<file path="src/rtl/seg_display_if.sv">
// Bundle between the CPU result/halt sources and the seven-segment driver,
// including the board-facing segment and select pins.
interface seg_display_if;
  logic [15:0] value;
  logic        value_valid;
  logic        halt;
  logic [7:0]  SEG;
  logic [3:0]  SEG_SEL;
  logic        frame_done;

  modport master (output value, value_valid, halt, input SEG, SEG_SEL, frame_done);
  modport slave  (input value, value_valid, halt, output SEG, SEG_SEL, frame_done);
endinterface

</file>
<file path="src/rtl/seg_display.sv">
// Four-digit multiplexed seven-segment driver: latches a 16-bit word, commits it
// only at frame boundaries, scans digits with dead-time blanking, shows halt on dp.
module seg_display #(
  parameter int DIV        = 50000,
  parameter int BLANK      = 16,
  parameter int LZB        = 0,
  parameter int ACTIVE_LOW = 1
) (
  input  logic          clk,
  input  logic          rst,
  seg_display_if.slave  bus
);
  localparam int CW = (DIV > 1) ? $clog2(DIV) : 1;
  localparam logic [7:0] SEG_INV = (ACTIVE_LOW != 0) ? 8'hFF : 8'h00;
  localparam logic [3:0] SEL_INV = (ACTIVE_LOW != 0) ? 4'hF : 4'h0;

  logic [CW-1:0] cnt;
  logic [1:0]    idx;
  logic [15:0]   disp;
  logic [15:0]   shadow;
  logic          pending;
  logic          halt_l;

  logic slot_end;
  logic frame_wrap;
  assign slot_end   = (cnt == CW'(DIV - 1));
  assign frame_wrap = slot_end && (idx == 2'd3);

  always_ff @(posedge clk or posedge rst) begin
    if (rst) begin
      cnt <= '0;
      idx <= 2'd0;
    end else if (slot_end) begin
      cnt <= '0;
      idx <= idx + 2'd1;
    end else begin
      cnt <= cnt + CW'(1);
    end
  end

  // A strobe coinciding with the frame wrap bypasses the shadow register.
  always_ff @(posedge clk or posedge rst) begin
    if (rst) begin
      disp    <= 16'h0000;
      shadow  <= 16'h0000;
      pending <= 1'b0;
      halt_l  <= 1'b0;
    end else begin
      if (bus.halt)
        halt_l <= 1'b1;
      if (bus.value_valid)
        shadow <= bus.value;
      if (frame_wrap) begin
        pending <= 1'b0;
        if (bus.value_valid)
          disp <= bus.value;
        else if (pending)
          disp <= shadow;
      end else if (bus.value_valid) begin
        pending <= 1'b1;
      end
    end
  end

  logic in_blank;
  generate
    if (BLANK == 0) begin : g_no_blank
      assign in_blank = 1'b0;
    end else begin : g_blank
      assign in_blank = (cnt < CW'(BLANK));
    end
  endgenerate

  // Digit gi is a leading zero when it and every higher nibble are zero.
  logic [3:0] digit_blank;
  generate
    for (genvar gi = 0; gi < 4; gi++) begin : g_lzb
      if (LZB != 0 && gi > 0) begin : g_on
        assign digit_blank[gi] = ~|disp[15:4*gi];
      end else begin : g_off
        assign digit_blank[gi] = 1'b0;
      end
    end
  endgenerate

  function automatic logic [6:0] hex7(input logic [3:0] n);
    case (n)
      4'h0: hex7 = 7'h3F;  4'h1: hex7 = 7'h06;  4'h2: hex7 = 7'h5B;  4'h3: hex7 = 7'h4F;
      4'h4: hex7 = 7'h66;  4'h5: hex7 = 7'h6D;  4'h6: hex7 = 7'h7D;  4'h7: hex7 = 7'h07;
      4'h8: hex7 = 7'h7F;  4'h9: hex7 = 7'h6F;  4'hA: hex7 = 7'h77;  4'hB: hex7 = 7'h7C;
      4'hC: hex7 = 7'h39;  4'hD: hex7 = 7'h5E;  4'hE: hex7 = 7'h79;  default: hex7 = 7'h71;
    endcase
  endfunction

  logic [3:0] nib;
  logic [7:0] seg_hi;
  logic [3:0] sel_hi;
  assign nib = disp[{idx, 2'b00} +: 4];

  always_comb begin
    seg_hi = 8'h00;
    sel_hi = 4'h0;
    if (!in_blank) begin
      sel_hi = 4'b0001 << idx;
      seg_hi = {halt_l, digit_blank[idx] ? 7'h00 : hex7(nib)};
    end
  end

  always_ff @(posedge clk or posedge rst) begin
    if (rst) begin
      bus.SEG        <= SEG_INV;
      bus.SEG_SEL    <= SEL_INV;
      bus.frame_done <= 1'b0;
    end else begin
      bus.SEG        <= seg_hi ^ SEG_INV;
      bus.SEG_SEL    <= sel_hi ^ SEL_INV;
      bus.frame_done <= frame_wrap;
    end
  end
endmodule

</file>
<file path="src/flat_wrapper.sv">
// flat-port wrapper written by rule: the top's interface ports become plain ports
module seg_display_flat 
#(
  parameter int DIV        = 50000,
  parameter int BLANK      = 16,
  parameter int LZB        = 0,
  parameter int ACTIVE_LOW = 1
)
  (clk, rst, bus_value, bus_value_valid, bus_halt, bus_SEG, bus_SEG_SEL, bus_frame_done);
  seg_display_if bus_i ();
  input  logic clk;
  input  logic rst;
  input wire logic [$bits(bus_i.value)-1:0] bus_value;
  input wire logic [$bits(bus_i.value_valid)-1:0] bus_value_valid;
  input wire logic [$bits(bus_i.halt)-1:0] bus_halt;
  output wire logic [$bits(bus_i.SEG)-1:0] bus_SEG;
  output wire logic [$bits(bus_i.SEG_SEL)-1:0] bus_SEG_SEL;
  output wire logic [$bits(bus_i.frame_done)-1:0] bus_frame_done;
  assign bus_i.value = bus_value;
  assign bus_i.value_valid = bus_value_valid;
  assign bus_i.halt = bus_halt;
  assign bus_SEG = bus_i.SEG;
  assign bus_SEG_SEL = bus_i.SEG_SEL;
  assign bus_frame_done = bus_i.frame_done;
  seg_display #(.DIV(DIV), .BLANK(BLANK), .LZB(LZB), .ACTIVE_LOW(ACTIVE_LOW)) u_core (.clk(clk), .rst(rst), .bus(bus_i));
endmodule
</file>
<file path="config.mk">
export PLATFORM = sky130hd
export DESIGN_NAME = seg_display_flat
export DESIGN_NICKNAME = d
export VERILOG_FILES = /design/src/rtl/seg_display_if.sv /design/src/rtl/seg_display.sv /design/src/flat_wrapper.sv
export SDC_FILE = /design/constraint.sdc
export NUM_CORES = 1
export LEC_CHECK = 0
export ABC_AREA = 1
export CAP_MARGIN = 20
export CORE_MARGIN = 5
export CORE_UTILIZATION = 50
export CTS_CLUSTER_SIZE = 28
export DETAILED_ROUTE_END_ITERATION = 10
export PLACE_DENSITY = 0.73
export SETUP_SLACK_MARGIN = 0.05
export SLEW_MARGIN = 20
export SYNTH_ARGS = -nofsm -noshare
export SYNTH_HDL_FRONTEND = slang
export SYNTH_SLANG_ARGS = --single-unit
</file>
<file path="constraint.sdc">
create_clock -name clk -period 2.2 [get_ports clk]
set_input_delay 0.33 -clock clk [delete_from_list [all_inputs] [get_ports clk]]
set_output_delay 0.33 -clock clk [all_outputs]
set_load 0.005 [all_outputs]
</file>
== After elaboration in Yosys (flattened, before gate mapping) ==
Memories as Yosys holds them, arrays and structs flattened.
Index checks and enable logic that the tools add are counted.

* Add/sub/neg operators: 2
* Multiply operators: 0
* Div/mod/pow operators: 0
* $lt $le $gt $ge: 2
* Eq/ne operators: 2
* Shift-type cells: 2
* Mux-type cells: 10
* Bitwise logic cells: 2
* Reductions and logical operators: 4

{| class="wikitable"
|+ Operators by type and width
! cell !! count
|-
| $mux W16 || 3
|-
| $add A16 B1 Y16 const B || 1
|-
| $eq A16 B16 Y1 const B || 1
|-
| $lt A16 B5 Y1 const B || 1
|-
| $shiftx A16 B5 Y4 || 1
|-
| $mux W8 || 1
|-
| $not A8 Y8 || 1
|-
| $mux W7 || 1
|-
| $mux W4 || 1
|-
| $not A4 Y4 || 1
|-
| $reduce_bool A2 Y1 || 2
|-
| $shl A1 B2 Y4 const A || 1
|-
| $lt A2 B3 Y1 const B || 1
|-
| $mux W1 || 3
|-
| $add A2 B1 Y2 const B || 1
|-
| $bmux W1 S2 || 1
|-
| $eq A2 B2 Y1 const B || 1
|-
| $reduce_and A2 Y1 || 1
|-
| $logic_and A1 B1 Y1 || 1
|}

* Register bits after elaboration: 65
* Bits in latches: 0
* Memory bits (writable): 0
* Bits in read-only memories: 112
* Output and inout bits: 13
* Word-level logic and storage cells: 34
* Memories kept: 1

{| class="wikitable"
|+ Memory list
! memory !! depth !! bits a word !! rd ports !! clocked after memory_dff !! write ports !! line !! text
|-
| (no name shown) || 16 || 7 || 1 || 0 || 0 || seg_display.sv:87 || <nowiki>case (n)</nowiki>
|}

== Logic depth before layout (Yosys ltp) ==
Gate-level depths: netlist (run 1).

* Word-level depth: 5
* Depth in mapped cells: 11
* Gate-level depth less buffers: 10

== Worst setup path before layout (run 1) ==
No wires, ideal clock.

* Kind: register to register
* From: register u_core.idx[1]
* To: register u_core.bus.SEG[5]
* Setup time: 84 ps
* Arrival time: 1473 ps
* Data required time: 2116 ps
* Path slack: 643 ps
* Stages on the path, launching flop included: 9
* Clock period less this slack: 1557 ps
* Cells stage by stage: dfrtp_1 -> inv_1 -> nand3_1 -> nand2_1 -> inv_1 -> ha_1 -> nand3b_1 -> nand3_1 -> nand3_1

* Word-level cells in the longest chain between the ends: 5
* Elaborated cells between the ends (all ways): 7
* Those cells by class: 1 x shift; 4 x mux; 1 x bitwise; 1 x memory

{| class="wikitable"
|+ Ends and longest elaborated chain
! element !! line !! text
|-
| start: declaration || seg_display.sv:18 || <nowiki>logic [1:0] idx;</nowiki>
|-
| start signal: assignment || seg_display.sv:35 || <nowiki>idx <= idx + 2'd1;</nowiki>
|-
| $shiftx A16 B5 Y4 / $bmux W1 S2 (equally long branches) || seg_display.sv:98, seg_display.sv:105 ||
|-
| $mem_v2 Z16 W7 / $mux W1 (equally long branches) || -- ||
|-
| $mux W7 * || seg_display.sv:105 || <nowiki>seg_hi = {halt_l, digit_blank[idx] ? 7'h00 : hex7(nib)};</nowiki>
|-
| $mux W8 * || seg_display.sv:103 || <nowiki>if (!in_blank) begin</nowiki>
|-
| $not A8 Y8 (no source line) * || -- ||
|-
| end signal: assignment || seg_display.sv:115 || <nowiki>bus.SEG <= seg_hi ^ SEG_INV;</nowiki>
|-
| end: declaration || seg_display_if.sv:12 || <nowiki>modport slave (input value, value_valid, halt, output SEG, SEG_SEL, frame_done);</nowiki>
|}

Mark *: on every way between the ends. The rest lies on a longest branch, timed or not. The select of a mux whose other input is x is not followed.
A chain may end at the register's enable or synchronous reset.

== Worst setup path in the final report (run 1) ==
* From: register u_core.idx[0]
* To: register u_core.bus.SEG[5]

The elaborated chain is that of the path after synthesis.

==> summary.txt, run 1 <==
Status
  – Status: finished clean

Critical path
  – Crit path kind: reg2reg
  – R2r worst-path depth: 9
  – Crit path launch type: flop
  – Crit-path max FO: 11
  – Crit. End Element: flop
  – Crit path DAT: 2.04 ns
  – Required @ worst endpoint: 2.46 ns

Synthesis
  – Syn_nets: 416
  – Post-synth cell types: 26
  – Synth warn: 0
  – Register area share after synthesis: 50.7%
  – Register bit total from synthesis: 65
  – Post-Syn Area: 3240 sq um
  – Mapped Cells: 385
  – Mapped Avg Cell Area: 8.41 sq um

Timing
  – RSZ-0062 raised after global routing: no
  – Fmax achieved: 561 MHz
  – Final TNS setup: 0 ns
  – Hold Fails Final Rpt: 0
  – Final slew viol count: 0
  – Setup violators final: 0
  – Final period utilization: 81.0%
  – Setup Skew: 0.00866 ns
  – Final worst path period need: 1.78 ns
  – Max-slew headroom: 67.8%
  – Worst Tran Pin Value: 0.482 ns

Clock network
  – Post-CTS setup buffers: 0
  – # H-tree levels: 3
  – Post-cts gate resize count: 0
  – Num CTS Buffers: 9
  – Clk pin slew, worst setup/hold paths: 0.07 ns
  – Clk sinks: 65
  – Root Buffer Master: clkbuf_8
  – Worst skew pair latency: 0.34 ns
  – Maximum root-to-sink buffer count: 2
  – CTS tree: yes
  – Post-cts hold buffer count: 0

Global route
  – Vias in the first global route: 2,397
  – First-pass GRT wire length: 10,700 um
  – Overall Global Routing Usage: 15.9%
  – Pin count of the biggest net entering global routing: 66
  – Initial antenna violation count: 0
  – Remaining Overflow, GRT: 0

Pwr
  – PwrDens: 608 nW/um^2
  – Maximum vdd ir drop: 0.000453 V
  – Static Leakage: 1.90 nW
  – Logic gate share of total power: 4.5%
  – Sequential Power Share: 53.1%
  – Clock share of power: 42.3%
  – Net Sw Frac: 22.7%
  – Internal cell power: 1.79 mW
  – Sw power: 0.524 mW

Floorplan
  – Initial core utilization: 51.3%
  – Core box area: 6310 sq um
  – Die width: 90.5 um
  – Core Rows: 29
  – Die Area: 8190 sq um
  – Die Ht: 90.5 um
  – # IOs: 33

Layout
  – Final Util: 60.2%
  – Fillers: 582
  – Commonest non-fill, non-tap cell in the layout: nand2_1
  – Count of nets after finishing: 452
  – Share of layout cells above drive strength 1: 12.0%
  – Most frequent cells in the layout: 146 x nand2_1, 53 x dfrtp_1, 33 x nand3_1
  – Ant. Diodes: 0
  – P&R area growth vs syn: 17.3%

Hold path
  – HP Class: in2async

Route
  – Initial DRT Pass Iterations: 4
  – Total length of routed wires: 6000 um
  – Drt via density: 4.95
  – Wire length per cell: 11.9 um
  – Post-route DRC violation count: 0
  – Drt first-iter violations: 119
  – Vias: 2,492
  – Antenna Nets Post-Route: 0

Run
  – Max-cap violations: 0

Placed design
  – DP Wirelength: 4360 um
  – GPL Wtd Cong: 0.866
  – Port Buffers: 32
[registers in the layout, summed over array words and instances, names as in the netlist]
register and cells:
u_core.idx 2, u_core.cnt 16, u_core.bus.SEG_SEL 4, u_core.bus.SEG 8, u_core.disp 16, u_core.shadow 16, u_core.halt_l 1, u_core.bus.frame_done 1
u_core.pending 1
[worst max-delay path, cell delays in order (launching register included)]
cell	delay (ns)
dfrtp_1	0.59
inv_6	0.10
nand2_1	0.08
nand3_1	0.06
nand2_1	0.16
inv_1	0.12
ha_1	0.22
nand3b_1	0.19
nand3_1	0.11
nand3_1	0.07
[synthesized netlist by cell type, drive strengths merged]
cell	instances	share of area (%)
nand3b	3	0.70
inv	35	4.2
xor2	8	2.2
a21oi	2	0.31
nand3	35	5.7
nor2	36	5.4
buf	11	2.9
ha	11	4.3
nor3	4	0.77
o21ai	3	0.46
or2	2	0.39
dfrtp	53	41
nand2	149	18
dfstp	12	9.7
o21bai	1	0.23
nand4	20	4.3
[metal layers]
metal,part of all wire [%],GRT usage [%]
met3,5.9,4.08
met5,0,0
met4,2.0,7.44
met1,47,21.1
met2,45,24.3
[cell type report]
cell class / count / area (sq um) / area share [%]
sequential: 65 / 1640 / 43.2
multi-input combinational: 274 / 1370 / 36.0
timing repair buffer: 36 / 363 / 9.55
inverter: 35 / 136 / 3.59
clock buffer: 9 / 124 / 3.26
tap: 77 / 96.3 / 2.54
clock inverter: 7 / 71.3 / 1.88
[metrics by stage]
stage	instance area [sq um]	hold WS, ns	cells	total power, mW	setup slack (ns)
after floorplan	3240	0.368	385	1.30	0.263
after global placement	3600	0.375	487	1.35	0.516
after detailed placement	3600	0.381	487	1.36	0.440
after CTS	3800	0.391	503	2.35	0.420
after global routing	3800	0.421	503	2.43	0.200
final	3800	0.389	503	2.31	0.419
[cells by family (layout without fill, tap and decap cells)]
group / Yosys count / count (layout) / share of synthesized area (%)
compound gates: 6 / 6 / 1.00
buf+inv: 46 / 87 / 7.07
fa+ha+maj: 11 / 11 / 4.25
xor+xnor: 8 / 8 / 2.16
simple gates: 249 / 249 / 34.8
flops: 65 / 65 / 50.7
[power groups by stage]
stage,clock [mW],combinational (mW),sequential (mW)
final,0.979,0.104,1.23
after global routing,1.08,0.120,1.23
after CTS,1.01,0.107,1.23
after detailed placement,0,0.107,1.25
after global placement,0,0.105,1.25
after floorplan,0,0.0542,1.25
[worst paths after layout]
path                                          endpoint                       from  slack (ns)
setup reg to reg           u_core.bus.SEG[5]$_DFF_PP1_  u_core.idx[0]$_DFFE_PP0N_        0.42
min in group clk           u_core.bus.SEG[7]$_DFF_PP1_  u_core.halt_l$_DFFE_PP0P_        0.39
hold / removal                u_core.cnt[13]$_DFF_PP0_                        rst        0.39
max in group asynchronous  u_core.bus.SEG[5]$_DFF_PP1_                        rst        1.50
hold reg to reg            u_core.bus.SEG[7]$_DFF_PP1_  u_core.halt_l$_DFFE_PP0P_        0.39
setup / recovery           u_core.bus.SEG[5]$_DFF_PP1_  u_core.idx[0]$_DFFE_PP0N_        0.42
Power figures use the tool's default switching activity.
==> run 2: changes to the inputs <==
--- a/config.mk
+++ b/config.mk
@@ -11,7 +11,7 @@
 export CORE_UTILIZATION = 50
 export CTS_CLUSTER_SIZE = 28
 export DETAILED_ROUTE_END_ITERATION = 10
-export PLACE_DENSITY = 0.73
+export PLACE_DENSITY = 0.75
 export SETUP_SLACK_MARGIN = 0.05
 export SLEW_MARGIN = 20
 export SYNTH_ARGS = -nofsm -noshare
==> constraint.sdc (replaced) <==
create_clock -name clk -period 1.5 [get_ports clk]
set_input_delay 0.225 -clock clk [delete_from_list [all_inputs] [get_ports clk]]
set_output_delay 0.225 -clock clk [all_outputs]
set_load 0.005 [all_outputs]
==> run 2 against run 1 <==
  * The flow now finishes with violations (setup timing)
  * Hold slack got worse by 0.13 ns
  * Via count increased by 11%
  * Global-route usage increased by 2.2 points
  * Critical path depth decreased by 1
  * Routed wire length increased by 28%
  * Non-clock buffer count increased by 31
  * Total power increased by 51%
  * Critical path type unchanged
  * Critical endpoint is now u_core.disp[10]$_DFFE_PP0P_
==> summary.txt, run 2 (synthesis results as in run 1) <==
Global route
  – Overall Global Routing Usage: 18.1%
  – Initial antenna violation count: 0
  – Vias in the first global route: 2,605
  – Remaining Overflow, GRT: 0
  – Pin count of the biggest net entering global routing: 46
  – First-pass GRT wire length: 12,100 um

Clock network
  – Root Buffer Master: clkbuf_8
  – Clk sinks: 65
  – Num CTS Buffers: 9
  – Clk pin slew, worst setup/hold paths: 0.08 ns
  – CTS tree: yes
  – Post-cts hold buffer count: 0
  – Worst skew pair latency: 0.36 ns
  – Maximum root-to-sink buffer count: 2
  – # H-tree levels: 3

Critical path
  – Max stage delay on crit path: 0.42 ns
  – Crit-path max FO: 6
  – Worst setup path end: u_core.disp[10]$_DFFE_PP0P_
  – Crit path cell chain: ha_4 > nand2_4 > nor2_4 > nand3_2 > nor2_4 > clkbuf_16 > nand4_1 > nand2_1
  – R2r startpoint: u_core.cnt[0]$_DFF_PP0_
  – Crit. End Element: flop
  – Internal reg-to-reg setup slack: -0.09 ns
  – Crit path kind: reg2reg
  – Worst setup path start: u_core.cnt[0]$_DFF_PP0_
  – Required @ worst endpoint: 1.78 ns
  – CP max stage cell: dfrtp_1
  – Crit path launch type: flop
  – R2r worst-path depth: 8
  – Crit path top cell by count: nor2_4
  – Crit path DAT: 1.87 ns
  – RR Endpoint: u_core.disp[10]$_DFFE_PP0P_

Route
  – Drt first-iter violations: 187
  – Post-route DRC violation count: 0
  – Drt via density: 5.18
  – Vias: 2,778
  – Initial DRT Pass Iterations: 4
  – Total length of routed wires: 7690 um
  – Wire length per cell: 14.4 um
  – Antenna Nets Post-Route: 0

Pwr
  – Static Leakage: 2.20 nW
  – PwrDens: 794 nW/um^2
  – Maximum vdd ir drop: 0.000731 V

Run
  – Max-cap violations: 0

Floorplan
  – Die Area: 8190 sq um
  – # IOs: 33
  – Die Ht: 90.5 um
  – Die width: 90.5 um
  – Core box area: 6310 sq um
  – Core Rows: 29
  – Initial core utilization: 51.3%

Placed design
  – DP Wirelength: 4640 um
  – GPL Wtd Cong: 0.928
  – Placed cell areas: 3750 sq um
  – Placed insts: 502
  – Port Buffers: 32

Layout
  – Most frequent cells in the layout: 127 x nand2_1, 49 x dfrtp_1, 29 x inv_1
  – Biggest registers after layout: u_core.cnt: 16 flops, u_core.disp: 16 flops, u_core.shadow: 16 flops
  – Final Util: 69.5%
  – Finished Cell Area: 4390 sq um
  – Ant. Diodes: 0
  – Commonest non-fill, non-tap cell in the layout: nand2_1
  – Count of nets after finishing: 485
  – Share of layout cells above drive strength 1: 28.8%
  – Non-filler cells, final: 536
  – P&R area growth vs syn: 35.5%

Timing
  – Final worst path period need: 1.59 ns
  – Worst Tran Pin Value: 0.464 ns
  – RSZ-0062 raised after global routing: yes
  – Min Hold Slack: 0.263 ns
  – Max-slew headroom: 69.0%
  – Final slew viol count: 0
  – Hold Fails Final Rpt: 0
  – Final period utilization: 106%
  – Setup violators final: 22
  – Setup Skew: 0.0125 ns
  – Fmax achieved: 630 MHz
  – PnR worst setup slack: -0.0861 ns

Hold path
  – HP Class: in2async

Status
  – Status: finished, violations left
  – Failing checks: setup timing
[run 2: critical path: cells and delay by family (launching register included)]
family	cells	cell delay [ns]
and+or+nand+nor	6	0.71
DFF	1	0.42
adders and majority gates	1	0.18
buffers and inverters	1	0.20
[run 2: power by group]
part / total (mW) / internal (mW) / switching (mW)
clock: 1.52 / 0.780 / 0.743
sequential: 1.80 / 1.79 / 0.0100
combinational: 0.160 / 0.0734 / 0.0871
total: 3.48 / 2.64 / 0.840
[run 2: worst min path at each step]
| stage | slack, ns | endpoint | startpoint | cells past startpoint |
|---|---|---|---|---|
| 3_3_place_gp | 0.38 | u_core.bus.SEG[7]$_DFF_PP1_ | u_core.halt_l$_DFFE_PP0P_ | 1 |
| 6_report | 0.26 | u_core.halt_l$_DFFE_PP0P_ | rst | 3 |
| 3_5_place_dp | 0.39 | u_core.bus.SEG[7]$_DFF_PP1_ | u_core.halt_l$_DFFE_PP0P_ | 1 |
| 5_1_grt | 0.29 | u_core.disp[6]$_DFFE_PP0P_ | rst | 3 |
| 2_1_floorplan | 0.33 | u_core.halt_l$_DFFE_PP0P_ | bus_halt | 1 |
| 4_1_cts | 0.26 | u_core.disp[6]$_DFFE_PP0P_ | rst | 3 |
[run 2: area by class of cell]
cell class                      count  area (sq um)
Tap cell                           77          96.3
Multi-Input combinational cell    276          1640
Inverter                           35           145
Timing Repair Buffer               67           658
Clock inverter                      7          77.6
Clock buffer                        9           124
Fill cell                         485          1930
Sequential cell                    65          1650
[run 2: stage by stage]
step                worst slack (ns)  setup TNS [ns]  power, mW
floorplan                     0.0574               0       1.91
global placement              -0.101          -0.429       1.99
detailed placement            -0.132           -1.47       2.00
CTS                          0.00542               0       3.51
global route                  -0.157           -2.74       3.62
finish                       -0.0861          -0.590       3.48
[run 2: what timing repair did]
action | 4_1_cts | 5_1_grt
buffers inserted | 3 | 10
gates cloned | 1 | 4
resized for setup | 46 | 36
pin swaps | 8 | 14
endpoints found under the setup margin | 38 | 33
[run 2: routing by layer]
metal	vias up	part of all wire [%]	wire length, um	GRT usage, %
met2	80	51	3920	29.8
met1	1320	42	3220	22.9
met3	13	5.4	412	4.75
met4	0	1.8	137	6.33
li1	1365	-	-	-
met5	-	0	0	0
==> run 3: changes to the inputs <==
--- a/config.mk
+++ b/config.mk
@@ -11,6 +11,7 @@
 export CORE_UTILIZATION = 50
 export CTS_CLUSTER_SIZE = 28
 export DETAILED_ROUTE_END_ITERATION = 10
+export MAX_ROUTING_LAYER = met4
 export PLACE_DENSITY = 0.75
 export SETUP_SLACK_MARGIN = 0.05
 export SLEW_MARGIN = 20
==> run 3 against run 2 <==
  * The flow still finishes with violations (setup timing)
  * Combinational power about the same
  * Register-to-register slack improved by 0.06 ns
  * Setup slack improved by 0.059 ns
  * Via count decreased by 3.2%
  * Fmax increased by 3.8%
  * Global-route usage increased by 0.50 points
  * Largest cell class unchanged
  * Critical path depth increased by 1
  * Non-clock buffer count decreased by 1
  * Hold slack got worse by 0.071 ns
  * Clock-buffer cell count unchanged
  * Critical endpoint is now u_core.bus.SEG[3]$_DFF_PP1_
  * Clock power increased by 11%
  * Highest routed layer unchanged
  * Critical path type unchanged
  * Final cell count decreased by 0.19%
==> summary.txt, run 3 (synthesis results as in run 1) <==
Critical path
  – Crit. End Element: flop
  – Crit path kind: reg2reg
  – Buf+Inv Stages, Crit Path: 2
  – Max stage delay on crit path: 0.50 ns
  – Required @ worst endpoint: 1.77 ns
  – CP max stage cell: dfrtp_2
  – Crit-path max FO: 8
  – Crit path launch type: flop
  – Crit path DAT: 1.80 ns
  – Crit path top cell by count: nand3_1
  – Crit path cell chain: inv_6 > nand2_2 > nand3_2 > nand2_4 > inv_2 > ha_4 > nand3b_1 > nand3_1 > nand3_1
  – Kind of cell adding the most delay to the critical path: simple AND/OR/NAND/NOR gates

Timing
  – Setup Skew: 0.00717 ns
  – PnR worst setup slack: -0.0275 ns
  – Setup violators final: 4
  – RSZ-0062 raised after global routing: yes
  – Max-slew headroom: 70.7%
  – Final slew viol count: 0
  – Hold Fails Final Rpt: 0
  – Final worst path period need: 1.53 ns
  – Final TNS setup: -0.0932 ns
  – Final period utilization: 102%
  – Worst Tran Pin Value: 0.439 ns
  – Min Hold Slack: 0.191 ns
  – Fmax achieved: 655 MHz

Layout
  – Count of nets after finishing: 484
  – Non-filler cells, final: 535
  – Commonest non-fill, non-tap cell in the layout: nand2_1
  – P&R area growth vs syn: 34.0%
  – Ant. Diodes: 0
  – Share of layout cells above drive strength 1: 27.5%
  – Biggest registers after layout: u_core.cnt: 16 flops, u_core.disp: 16 flops, u_core.shadow: 16 flops
  – Finished Cell Area: 4340 sq um
  – Most frequent cells in the layout: 129 x nand2_1, 49 x dfrtp_1, 28 x inv_1, 28 x buf_4, 25 x nor2_1

Route
  – Vias: 2,690
  – Drt first-iter violations: 159
  – Wire length per cell: 13.3 um
  – Initial DRT Pass Iterations: 5
  – Antenna Nets Post-Route: 0
  – Post-route DRC violation count: 0
  – Total length of routed wires: 7100 um
  – Drt via density: 5.03

Pwr
  – PwrDens: 841 nW/um^2
  – Total power: 3.65 mW
  – Maximum vdd ir drop: 0.000779 V
  – Internal cell power: 2.82 mW
  – Logic gate share of total power: 4.4%
  – Sequential Power Share: 49.4%
  – Clock share of power: 46.2%
  – Static Leakage: 2.19 nW
  – Sw power: 0.832 mW
  – Net Sw Frac: 22.8%

Placed design
  – Port Buffers: 32
  – DP Wirelength: 4580 um
  – GPL Wtd Cong: 0.955
  – Placed cell areas: 3750 sq um
  – Placed insts: 502

Clock network
  – Clk pin slew, worst setup/hold paths: 0.08 ns
  – Num CTS Buffers: 9
  – Maximum root-to-sink buffer count: 2
  – # H-tree levels: 3
  – Clk sinks: 65
  – CTS tree: yes
  – Worst skew pair latency: 0.35 ns
  – Post-cts hold buffer count: 0
  – Root Buffer Master: clkbuf_8

Floorplan
  – Die width: 90.5 um
  – Die Area: 8190 sq um
  – Core box area: 6310 sq um
  – Die Ht: 90.5 um
  – Core Rows: 29
  – Initial core utilization: 51.3%
  – # IOs: 33

Global route
  – Initial antenna violation count: 0
  – Overall Global Routing Usage: 18.6%
  – First-pass GRT wire length: 12,200 um
  – Pin count of the biggest net entering global routing: 36
  – Vias in the first global route: 2,633
  – Remaining Overflow, GRT: 0

Status
  – Status: finished, violations left
  – Failing checks: setup timing

Run
  – Max-cap violations: 0

Hold path
  – HP Class: in2async
-- run 3: changes by cell type in the layout (fill, tap and decap cells not counted), sizes merged --
cell,before,now
bufinv,1,2
dlymetal6s2s,1,0
clkdlybuf4s50,19,20
clkbuf,11,9
buf,33,34
clkinv,3,2
-- run 3: what timing repair did --
| action | 4_1_cts | 5_1_grt |
|---|---|---|
| cloned | 2 | 0 |
| pin swaps | 8 | 14 |
| endpoints found under the setup margin | 38 | 31 |
| resized for setup | 45 | 27 |
| setup buffers | 7 | 8 |
-- run 3: power groups by stage --
stage	logic, mW	clock network (mW)	registers (mW)
floorplan	0.0801	0	1.83
global placement	0.160	0	1.83
detailed placement	0.163	0	1.83
CTS	0.164	1.71	1.80
global route	0.186	1.81	1.81
finish	0.159	1.69	1.80
-- run 3: stage by stage --
stage                     worst slack (ns)  util, %
after floorplan                     0.0574        -
after global placement              -0.112     59.4
after detailed placement            -0.144     59.4
after CTS                          0.00355     66.2
after global routing               -0.0986     68.7
final                              -0.0275     68.7
-- run 3: worst paths after layout --
path                       slack [ns]                      start  depth (start not counted)                          end
max in group asynchronous        0.83                        rst                          3    u_core.idx[0]$_DFFE_PP0N_
min in group clk                 0.39  u_core.halt_l$_DFFE_PP0P_                          1  u_core.bus.SEG[7]$_DFF_PP1_
min                              0.19                        rst                          2      u_core.cnt[8]$_DFF_PP0_
max reg2reg                     -0.03  u_core.idx[0]$_DFFE_PP0N_                          9  u_core.bus.SEG[3]$_DFF_PP1_
max                             -0.03  u_core.idx[0]$_DFFE_PP0N_                          9  u_core.bus.SEG[3]$_DFF_PP1_
min reg2reg                      0.39  u_core.halt_l$_DFFE_PP0P_                          1  u_core.bus.SEG[7]$_DFF_PP1_
-- run 3: final cells by class --
cell class	count	area [sq um]
tap	77	96.3
fill	480	1980
clock buffer	9	124
clock inverter	7	103
multi-input combinational	276	1620
inverter	35	143
timing repair buffer	66	609
sequential	65	1650
-- run 3: per-layer routing --
metal	share of wire [%]	vias up	track usage, %
li1	-	1358	-
met1	43	1244	23.4
met2	49	72	28.6
met3	5.6	16	4.92
met4	1.9	0	7.20
met5	0	-	-
